[src/rtl/ball_sprite_gen.sv]
// Ball sprite pixel source for the VGA driver.
// Draws a square ball over a flat background, moves it once per frame
// and reports position, frame ticks and wall bounces to game logic.
module ball_sprite_gen #(
   parameter int          H_ACTIVE   = 640,
   parameter int          V_ACTIVE   = 480,
   parameter int          SIZE       = 16,
   parameter int          STEP       = 2,
   parameter int          X0         = 100,
   parameter int          Y0         = 50,
   parameter logic [15:0] BALL_COLOR = 16'hFFE0,
   parameter logic [15:0] BG_COLOR   = 16'h001F
) (
   input  logic        clk_i,
   input  logic        reset_i,
   input  logic        enable_i,
   input  logic [9:0]  column_i,
   input  logic [8:0]  row_i,
   output logic [15:0] rgb_o,
   output logic [9:0]  ball_x_o,
   output logic [8:0]  ball_y_o,
   output logic        frame_o,
   output logic        bounce_o,
   output logic [7:0]  bounce_count_o
);

   typedef enum logic {DIR_POS = 1'b0, DIR_NEG = 1'b1} dir_t;

   // Widened copies so edge sums never wrap near the screen boundary.
   logic [10:0] col_ext;
   logic [9:0]  row_ext;
   logic [10:0] ball_x_end;
   logic [9:0]  ball_y_end;
   logic        blanking;
   logic        in_ball;
   logic [15:0] pixel_next;

   // Frame tick detection: rising edge of the last-visible-pixel match.
   logic match;
   logic match_q;
   logic tick;

   // Per-axis motion state and next-state results.
   dir_t        dir_x;
   dir_t        dir_y;
   dir_t        dir_x_next;
   dir_t        dir_y_next;
   logic [10:0] x_plus;
   logic [9:0]  y_plus;
   logic [9:0]  x_next;
   logic [8:0]  y_next;
   logic        hit_x;
   logic        hit_y;

   // Pixel classification: blanking, inside the ball, or background.
   always_comb begin
      col_ext    = {1'b0, column_i};
      row_ext    = {1'b0, row_i};
      ball_x_end = {1'b0, ball_x_o} + 11'(SIZE);
      ball_y_end = {1'b0, ball_y_o} + 10'(SIZE);
      blanking   = (col_ext >= 11'(H_ACTIVE)) || (row_ext >= 10'(V_ACTIVE));
      in_ball    = (column_i >= ball_x_o) && (col_ext < ball_x_end) &&
                   (row_i >= ball_y_o) && (row_ext < ball_y_end);
      pixel_next = BG_COLOR;
      if (blanking)
         pixel_next = 16'h0000;
      else if (in_ball)
         pixel_next = BALL_COLOR;
   end

   // The last visible pixel marks end of frame; only its first cycle counts.
   always_comb begin
      match = (column_i == 10'(H_ACTIVE - 1)) && (row_i == 9'(V_ACTIVE - 1));
      tick  = match && !match_q;
   end

   // Next position and direction for both axes, clamped at the walls.
   always_comb begin
      x_plus     = {1'b0, ball_x_o} + 11'(STEP);
      y_plus     = {1'b0, ball_y_o} + 10'(STEP);
      x_next     = ball_x_o;
      y_next     = ball_y_o;
      dir_x_next = dir_x;
      dir_y_next = dir_y;
      hit_x      = 1'b0;
      hit_y      = 1'b0;

      if (dir_x == DIR_POS) begin
         if (x_plus >= 11'(H_ACTIVE - SIZE)) begin
            x_next     = 10'(H_ACTIVE - SIZE);
            dir_x_next = DIR_NEG;
            hit_x      = 1'b1;
         end else begin
            x_next = x_plus[9:0];
         end
      end else begin
         if (ball_x_o <= 10'(STEP)) begin
            x_next     = 10'd0;
            dir_x_next = DIR_POS;
            hit_x      = 1'b1;
         end else begin
            x_next = ball_x_o - 10'(STEP);
         end
      end

      if (dir_y == DIR_POS) begin
         if (y_plus >= 10'(V_ACTIVE - SIZE)) begin
            y_next     = 9'(V_ACTIVE - SIZE);
            dir_y_next = DIR_NEG;
            hit_y      = 1'b1;
         end else begin
            y_next = y_plus[8:0];
         end
      end else begin
         if (ball_y_o <= 9'(STEP)) begin
            y_next     = 9'd0;
            dir_y_next = DIR_POS;
            hit_y      = 1'b1;
         end else begin
            y_next = ball_y_o - 9'(STEP);
         end
      end
   end

   // Registered pixel output, one cycle behind the incoming coordinates.
   always_ff @(posedge clk_i or negedge reset_i) begin
      if (!reset_i)
         rgb_o <= 16'h0000;
      else
         rgb_o <= pixel_next;
   end

   // Frame tick registration; frame_o pulses regardless of enable.
   always_ff @(posedge clk_i or negedge reset_i) begin
      if (!reset_i) begin
         match_q <= 1'b0;
         frame_o <= 1'b0;
      end else begin
         match_q <= match;
         frame_o <= tick;
      end
   end

   // Motion FSM: position, direction and bounce reporting, updated on the tick.
   always_ff @(posedge clk_i or negedge reset_i) begin
      if (!reset_i) begin
         ball_x_o       <= 10'(X0);
         ball_y_o       <= 9'(Y0);
         dir_x          <= DIR_POS;
         dir_y          <= DIR_POS;
         bounce_o       <= 1'b0;
         bounce_count_o <= 8'd0;
      end else begin
         bounce_o <= 1'b0;
         if (tick && enable_i) begin
            ball_x_o <= x_next;
            ball_y_o <= y_next;
            dir_x    <= dir_x_next;
            dir_y    <= dir_y_next;
            if (hit_x || hit_y) begin
               bounce_o       <= 1'b1;
               bounce_count_o <= bounce_count_o + 8'd1;
            end
         end
      end
   end

endmodule

[config.mk]
export PLATFORM = sky130hd
export DESIGN_NAME = ball_sprite_gen
export DESIGN_NICKNAME = d
export VERILOG_FILES = /design/src/rtl/ball_sprite_gen.sv
export SDC_FILE = /design/constraint.sdc
export NUM_CORES = 1
export LEC_CHECK = 0
export ABC_AREA = 1
export CAP_MARGIN = 40
export CORE_ASPECT_RATIO = 0.9
export CORE_MARGIN = 2
export CORE_UTILIZATION = 42
export DETAILED_ROUTE_END_ITERATION = 7
export MAX_ROUTING_LAYER = met4
export PLACE_DENSITY_LB_ADDON = 0.2
export SYNTH_ARGS = -nofsm -noshare
export SYNTH_HDL_FRONTEND = slang
export SYNTH_SLANG_ARGS = --single-unit
[constraint.sdc]
create_clock -name clk_i -period 2.93 [get_ports clk_i]
set_input_delay 0.4395 -clock clk_i [delete_from_list [all_inputs] [get_ports clk_i]]
set_output_delay 0.4395 -clock clk_i [all_outputs]
set_load 0.05 [all_outputs]
# == After elaboration in Yosys (flattened, before gate mapping) ==
# Cells that the tools add are included.
# word_totals
regBits,48
output_inout_bits,45
elab_cells,58
# classes
addsub,7
n_lt_le_gt_ge,10
n_eq_ne,2
mux,20
n_reduce_logical,10
# ops
op,count
$mux 16,2
$mux 10,3
$mux 9,3
$mux 1,12
$add 10x2->11 const B,1
$add 10x5->11 const B,1
$ge 11x10->1 const B,1
$lt 10x11->1,1
$add 9x2->10 const B,1
$add 9x5->10 const B,1
$eq 10x10->1 const B,1
$ge 10x10->1,1
$ge 10x10->1 const B,1
$ge 10x9->1 const B,1
$le 10x2->1 const B,1
$lt 9x10->1,1
$sub 10x2->10 const B,1
$eq 9x9->1 const B,1
$ge 9x9->1,1
$ge 9x9->1 const B,1
$le 9x2->1 const B,1
$sub 9x2->9 const B,1
$add 8x1->8 const B,1
$logic_and 1x1->1,6
other kinds (3),4

# == Longest topological paths before layout ==
# Gate-level depths: netlist of the first run.
# depth
word_depth,7
ltp_mapped,15

# == Worst setup path before layout of the first run ==
# No wires, ideal clock.
# synth_timing
path_kind,reg2reg
from,register ball_x_o[4]
to,register rgb_o[4]
setup_ns,0.116
arrival_time_ns,2.199
slack_ns,0.615
stages_incl_launch_ff,12
synth_period_minus_slack_ns,2.315
cell_sequence,dfrtp_1 ha_1 nand2_1 nor2_4 xor2_1 ha_1 a21oi_1 o21ai_0 nor2_1 nand4_1 nor2_1 nor2_1
# synth_via
elab_chain_cells,7
word_cells_on_any_way,8
classes_between,add/sub (1); order compare (2); mux (2); reduce/logical (3)
# synth_rtl
item,line_no,source
start: declaration,20,"output logic [9:0] ball_x_o,"
start signal: assignment,147,ball_x_o <= 10'(X0);
start signal: assignment,156,ball_x_o <= x_next;
$add 10x5->11,59,"ball_x_end = {1'b0, ball_x_o} + 11'(SIZE);"
$lt 10x11->1,62,in_ball = (column_i >= ball_x_o) && (col_ext < ball_x_end) &&
$logic_and 1x1->1 (*) (2 in series),62,
$logic_and 1x1->1 (*),63,(row_i >= ball_y_o) && (row_ext < ball_y_end);
$mux 16 (*),67,else if (in_ball)
$mux 16 (*),65,if (blanking)
end signal: assignment,130,rgb_o <= pixel_next;
end: declaration,19,"output logic [15:0] rgb_o,"
# Mark *: on every way between the ends. The rest lies on a longest branch, timed or not.
# A chain may end at the register's enable or synchronous reset.

# == Worst setup path after layout of the first run ==
# layout_timing
from,register ball_x_o[5]
to,register rgb_o[4]
# The elaborated chain is that of the path after synthesis.

==> results.tsv, run 1 <==
stage	metric	value	unit
global_route	globalRouteOverflowTotal	0	
die	core.rowCount	31	
timing	setup_tns	0	ns
timing	slew_headroom	65.1	%
die	core-area	0.00795	sq mm
synth	synth_common_cells	nand2_1 (89), inv_1 (52), nor2_1 (44), ha_1 (39), nand3_1 (35)	
timing	holdWs	0.533	ns
synth	syn-cell-area	0.00339	sq mm
power	powerDensity	243	mW/mm^2
global_route	grt.total_usage	21.1	%
setup_path	critPathArrivalTime	2.46	ns
setup_path	crit_slowest_cell	dfstp_2	
hold_path	min_path_type	reg -> reg	
power	p_leak	2.02	nW
timing	tightest_slew	0.522	ns
synth	ys_seq_elements	32	
cts	clk_latency	0.29	ns
cells_and_area	drive_above_1_share	11.2	%
synth	synth_area_leaders	dfrtp_1 (19%), ha_1 (14%), nand2_1 (9.8%)	
global_route	grt_max_degree	33	
power	vdd_drop_max	0.216	mV
synth	postSynthCellCount	472	
timing	min_period	2.27	ns
setup_path	critPathRequiredTime	3.12	ns
route	vias_per_cell	5.22	
synth	synth_edf_count	0	
cts	clock-sinks	32	
route	drt_pass1_iterations	5	
cts	cts_inserted_buffers	5	
timing	final-setup-viol-count	0	
placed_design	gp_congestion	0.894	
synth	synth_cell_types	40	
setup_path	criticalPathCategory	reg -> reg	
route	vias	3271	
die	dieArea	0.00881	sq mm
synth	synth_top_area_share	19.2	%
global_route	antenna_found_initial	0	
timing	min_period_over_period	77.6	%
timing	fmax	440	MHz
cts	post-cts-setup-buffers	0	
status	status	finished clean	
route	drt_first_iter_violations	260	
setup_path	path_cells	ha_1 -> nand2_1 -> nor2_4 -> xor2_1 -> ha_1 -> a21oi_1 -> o21ai_0 -> nor2_1 -> nand4_1 -> nor2_1 -> nor2_1	
placed_design	io_buffers	64	
route	drc	0	
timing	grt_setup_unrepaired	no	
timing	finClkSkew	0.00927	ns
cts	h-tree-depth	2	
cts	clk_pin_slew	0.07	ns
synth	synth_warnings	0	
cells_and_area	n_antenna_cell	0	
flow_run	drv_cap	0	
synth	avgSynthCellArea	7.19	sq um
cts	clockBufferDepth	2	
route	postRouteWirelength	8790	um
synth	ys_async_sr_fraction	100	%
synth	yosysMostFrequentCell	nand2_1	
timing	drv_slew	0	
cts	cts_resized	0	
cts	hold_buffers	0	
route	antenna_left	0	
timing	hold_viol_final	0	
cts	cts_root_buf	clkbuf_8	
global_route	grt_pass1_vias	2914	
die	fp.dieH	89.3	um
cells_and_area	nets	588	
die	die_w	98.7	um
placed_design	place_hpwl	6920	um
setup_path	path_common_cell	nor2_1	
die	io_pins	67	
setup_path	crit_family	simple AND/OR/NAND/NOR gates	
synth	synth_area_leader_cell	dfrtp_1	
setup_path	cp.buffers_inverters	0	
placed_design	pre_cts_ws	0.588	ns
global_route	grt_first_pass_wirelength	14500	um
synth	synth_seq_area_share	23.8	%
timing	setup_ws	0.657	ns
setup_path	critPathCaptureType	register	
die	start_util	42.7	%
setup_path	cp_slowest_stage_delay	0.60	ns
power	total_power	1.01	mW
route	avgRoutedWirePerCell	14.0	um
setup_path	critPathMaxFanout	6	
synth	synthFlopType	dfrtp_1	
setup_path	cp-start-kind	register	
cts	cts_tree	done	
cells_and_area	area_growth	22.3	%
-- registers in the layout (all words and copies together) (netlist names) --
| register | cells |
|---|---|
| ball_x_o | 9 |
| ball_y_o | 8 |
| rgb_o | 2 |
| match_q | 1 |
| frame_o | 1 |
| dir_x | 1 |
| bounce_count_o | 8 |
| dir_y | 1 |
| bounce_o | 1 |
-- per-layer routing --
| metal | part of all wire (%) | track usage (%) | vias to the layer above |
|---|---|---|---|
| met3 | 5.9 | 3.67 | 8 |
| met4 | 0.71 | 4.73 | 0 |
| met1 | 51 | 30.6 | 1507 |
| met2 | 42 | 30.9 | 104 |
| li1 | - | - | 1652 |
| met5 | 0 | - | - |
-- cell families after synthesis --
group	count (synthesis)	share of synthesized area [%]
adders and majority gates	39	14.4
DFF	32	23.8
buffers and inverters	77	10.5
AOI/OAI and AO/OA	74	12.1
and+or+nand+nor	227	33.5
xor gates and xnor gates	22	5.68
other	1	0.111
-- stage by stage --
step,area (sq um),instances,util [%]
after global placement,4040,619,50.8
after CTS,4150,627,52.2
after floorplan,3400,473,-
final,4150,627,52.2
after detailed placement,4040,619,50.8
after global routing,4150,627,52.2
-- path summary, 6_finish.rpt --
check	slack (ns)	startpoint	to	depth (start not counted)
worst min register to register	0.53	match_q	frame_o	1
worst min-delay path	0.53	match_q	frame_o	1
min in group asynchronous	0.55	reset_i	ball_x_o[8]	2
worst max register to register	0.66	ball_x_o[5]	rgb_o[4]	11
worst max-delay path	0.66	ball_x_o[5]	rgb_o[4]	11
max in group asynchronous	2.03	reset_i	ball_y_o[1]	2
-- power by group --
part           total, mW  leakage (nW)  internal (mW)  switching (mW)
combinational      0.136          1.59         0.0553          0.0808
clock              0.428        0.0552          0.252           0.176
sequential         0.444         0.371          0.443         0.00131
-- area by class of cell --
cell class | instances | area (sq um)
multi-input cells | 364 | 2230
well taps | 99 | 124
clock inverters | 2 | 35.0
repair buffers | 67 | 663
inverters | 57 | 214
fillers | 776 | 3800
clock buffers | 6 | 72.6
flip-flops and latches | 32 | 808
-- layout by cell type, fill, tap and decap left out, types with 5 or more instances in the layout --
cell and instances:
nand2_1 89, clkdlybuf4s50_1 64, inv_1 52, nor2_1 44, ha_1 39, nand3_1 35
a21oi_1 28, dfrtp_1 26, nand2_2 20, xor2_1 19, o21ai_0 19, o21ai_1 12
nand4_1 11, nor3_1 7, dfstp_2 6, inv_2 5, clkbuf_8 5
(Power assumes the default switching activity.)
==> run 2: changes to the inputs <==
Clock period 2.93 ns to 1.9 ns, I/O delays scaled along.
==> run 2 against run 1 <==
The run now ends with setup timing left. Wire length is 15% higher. Clock power is 62% higher. Critical path depth stayed put. Highest routed layer unchanged. Die area stayed put.
==> results.tsv, run 2 (synthesis gave the netlist of run 1 again) <==
stage	metric	value	unit	change
global_route	gr-usage-met1	30.2	%	was 30.6%
cts	clk_latency	0.30	ns	was 0.29 ns
die	die_w	98.7	um	unchanged
cells_and_area	final_cell_mix	buf_4 (103), nand2_1 (77), inv_1 (43), nor2_1 (38), ha_1 (33)		was nand2_1 (89), clkdlybuf4s50_1 (64), inv_1 (52), nor2_1 (44), ha_1 (39)
status	failed_checks	setup timing		
setup_path	cp-start-kind	register		unchanged
global_route	grt_max_degree	33		unchanged
cts	clk_pin_slew	0.08	ns	was 0.07 ns
cells_and_area	drive_above_1_share	37.3	%	was 11.2%
setup_path	path_cells	inv_2 -> ha_1 -> inv_1 -> ha_1 -> a21oi_1 -> nand2_1 -> nand2_1 -> nand2_1 -> a21oi_1 -> nor2_1 -> nor3_1		was ha_1 -> nand2_1 -> nor2_4 -> xor2_1 -> ha_1 -> a21oi_1 -> o21ai_0 -> nor2_1 -> nand4_1 -> nor2_1 -> nor2_1
setup_path	crit_family	flip-flops		was simple AND/OR/NAND/NOR gates
setup_path	cp.buffers_inverters	2		was 0
cells_and_area	multi_input_area	0.00249	sq mm	was 0.00223 sq mm
cts	cts_inserted_buffers	5		unchanged
global_route	busiest_layer	met2		unchanged
die	core-area	0.00795	sq mm	unchanged
die	fp.dieH	89.3	um	unchanged
cells_and_area	register_area	831	sq um	was 808 sq um
power	p_leak	2.48	nW	was 2.02 nW
power	p_int	1.18	mW	was 0.751 mW
route	postRouteWirelength	10100	um	was 8790 um
cells_and_area	layout_commonest_cell	buf_4		was nand2_1
timing	final-setup-viol-count	26		was 0
setup_path	criticalPathCategory	reg -> reg		unchanged
timing	drv_slew	0		unchanged
cts	clock-sinks	32		unchanged
setup_path	critPathCaptureType	register		unchanged
route	vias	3625		was 3271
timing	grt_setup_unrepaired	yes		was no
setup_path	critPathMaxFanout	5		was 6
global_route	grt_pass1_vias	3424		was 2914
cts	clockBufferDepth	2		unchanged
cells_and_area	n_antenna_cell	0		unchanged
power	clkPwrFrac	42.9	%	was 42.5%
placed_design	io_buffers	64		unchanged
global_route	globalRouteOverflowTotal	0		unchanged
cts	hold_buffers	0		unchanged
hold_path	min_path_type	in -> async		was reg -> reg
route	vias_per_cell	5.12		was 5.22
route	drt_pass1_iterations	4		was 5
cts	cts_root_buf	clkbuf_8		unchanged
timing	fmax	474	MHz	was 440 MHz
die	io_pins	67		unchanged
cells_and_area	final_util	63.4	%	was 52.2%
flow_run	drv_cap	0		unchanged
global_route	use_met3	4.14	%	was 3.67%
global_route	grt.total_usage	23.0	%	was 21.1%
die	core.rowCount	31		unchanged
global_route	met2_usage	36.9	%	was 30.9%
cells_and_area	area_growth	48.5	%	was 22.3%
setup_path	path_common_cell	nand2_1		was nor2_1
timing	min_period	2.11	ns	was 2.27 ns
placed_design	gp_congestion	0.946		was 0.894
cells_and_area	nets	669		was 588
cts	h-tree-depth	2		unchanged
timing	hold_viol_final	0		unchanged
timing	finClkSkew	0.00726	ns	was 0.00927 ns
die	start_util	42.7	%	unchanged
setup_path	critPathRequiredTime	2.11	ns	was 3.12 ns
cells_and_area	top_regs	ball_x_o (9), ball_y_o (8), bounce_count_o (8)		unchanged
power	seqPwrFrac	42.3	%	was 44.0%
placed_design	place_hpwl	7530	um	was 6920 um
global_route	antenna_found_initial	0		unchanged
power	p_sw	0.432	mW	was 0.258 mW
placed_design	pre_cts_ws	-0.230	ns	was 0.588 ns
power	combPwrFrac	14.8	%	was 13.5%
cts	cts_tree	done		unchanged
timing	setup_ws	-0.211	ns	was 0.657 ns
global_route	grt_first_pass_wirelength	15900	um	was 14500 um
timing	min_period_over_period	111	%	was 77.6%
cells_and_area	largest_reg_flops	9		unchanged
power	powerDensity	321	mW/mm^2	was 243 mW/mm^2
route	drt_first_iter_violations	199		was 260
route	drc	0		unchanged
cells_and_area	regMostFlops	ball_x_o		unchanged
timing	slew_headroom	65.1	%	about the same
timing	tightest_slew	0.522	ns	about the same
route	antenna_left	0		unchanged
setup_path	cp_slowest_stage_delay	0.66	ns	was 0.60 ns
power	vdd_drop_max	0.255	mV	was 0.216 mV
setup_path	critPathArrivalTime	2.32	ns	was 2.46 ns
status	status	complete, but fails checks		was finished clean
route	avgRoutedWirePerCell	14.3	um	was 14.0 um
power	switching_share	26.7	%	was 25.6%
die	dieArea	0.00881	sq mm	unchanged
cells_and_area	fillers	677		was 776
setup_path	crit_slowest_cell	dfstp_4		was dfstp_2
-- run 2: cell types whose count changed in the layout (fill, tap and decap cells not counted), sizes merged --
cell / change
buf: +111
clkbuf: -1
clkdlybuf4s50: -32
clkinv: -1
clkinvlp: +3
dlymetal6s2s: +1
inv: -1
nand2: +1
-- run 2: what timing repair did --
action,4_1_cts,5_1_grt
cloned,1,0
endpoints found under the setup margin,24,31
resized for setup,28,49
setup buffers,7,8
pin swaps,17,18
-- run 2: final cells by class --
cell class	count	share of cell area (%)
Multi-Input combinational cell	365	49.5
Timing Repair Buffer	147	24.8
Sequential cell	32	16.5
Inverter	57	4.49
Tap cell	99	2.46
Clock buffer	5	1.37
Clock inverter	3	0.919
-- run 2: power groups by stage --
stage / combinational, mW / clock, mW / sequential [mW]
global placement: 0.231 / 0 / 0.697
CTS: 0.237 / 0.710 / 0.684
detailed placement: 0.234 / 0 / 0.697
global route: 0.262 / 0.740 / 0.685
floorplan: 0.106 / 0 / 0.703
finish: 0.239 / 0.693 / 0.684
-- run 2: metrics by stage --
step	cell area [sq um]	cells	power [mW]	setup TNS, ns	hold slack, ns
floorplan	3480	473	0.809	-1.26	-0.0106
global placement	4550	685	0.928	-2.86	0.517
detailed placement	4550	685	0.932	-3.15	0.524
CTS	4820	701	1.63	-2.07	0.423
global route	5040	708	1.69	-6.53	0.457
finish	5040	708	1.62	-3.36	0.408
-- run 2: layer usage --
| layer | part of all wire (%) | vias to the layer above |
|---|---|---|
| met5 | 0 | - |
| met4 | 1.8 | 0 |
| met3 | 6.1 | 20 |
| met2 | 46 | 114 |
| met1 | 46 | 1675 |
| li1 | - | 1816 |
-- run 2: path summary, 6_finish.rpt --
kind / from / to / slack [ns] / cells past startpoint
setup / recovery: ball_y_o[4] / rgb_o[14] / -0.21 / 11
hold / removal: reset_i / ball_y_o[8] / 0.41 / 2
setup reg to reg: ball_y_o[4] / rgb_o[14] / -0.21 / 11
hold reg to reg: bounce_count_o[7] / bounce_count_o[7] / 0.54 / 2
max in group asynchronous: reset_i / ball_y_o[1] / 1.14 / 2
min in group clk_i: bounce_count_o[7] / bounce_count_o[7] / 0.54 / 2
-- run 2: worst register-to-register path, cell delays in order (launching register included) --
cell	delay [ns]
dfstp_4	0.66
inv_2	0.04
ha_1	0.27
inv_1	0.04
ha_1	0.28
a21oi_1	0.18
nand2_1	0.09
nand2_1	0.06
nand2_1	0.04
a21oi_1	0.12
nor2_1	0.07
nor3_1	0.17
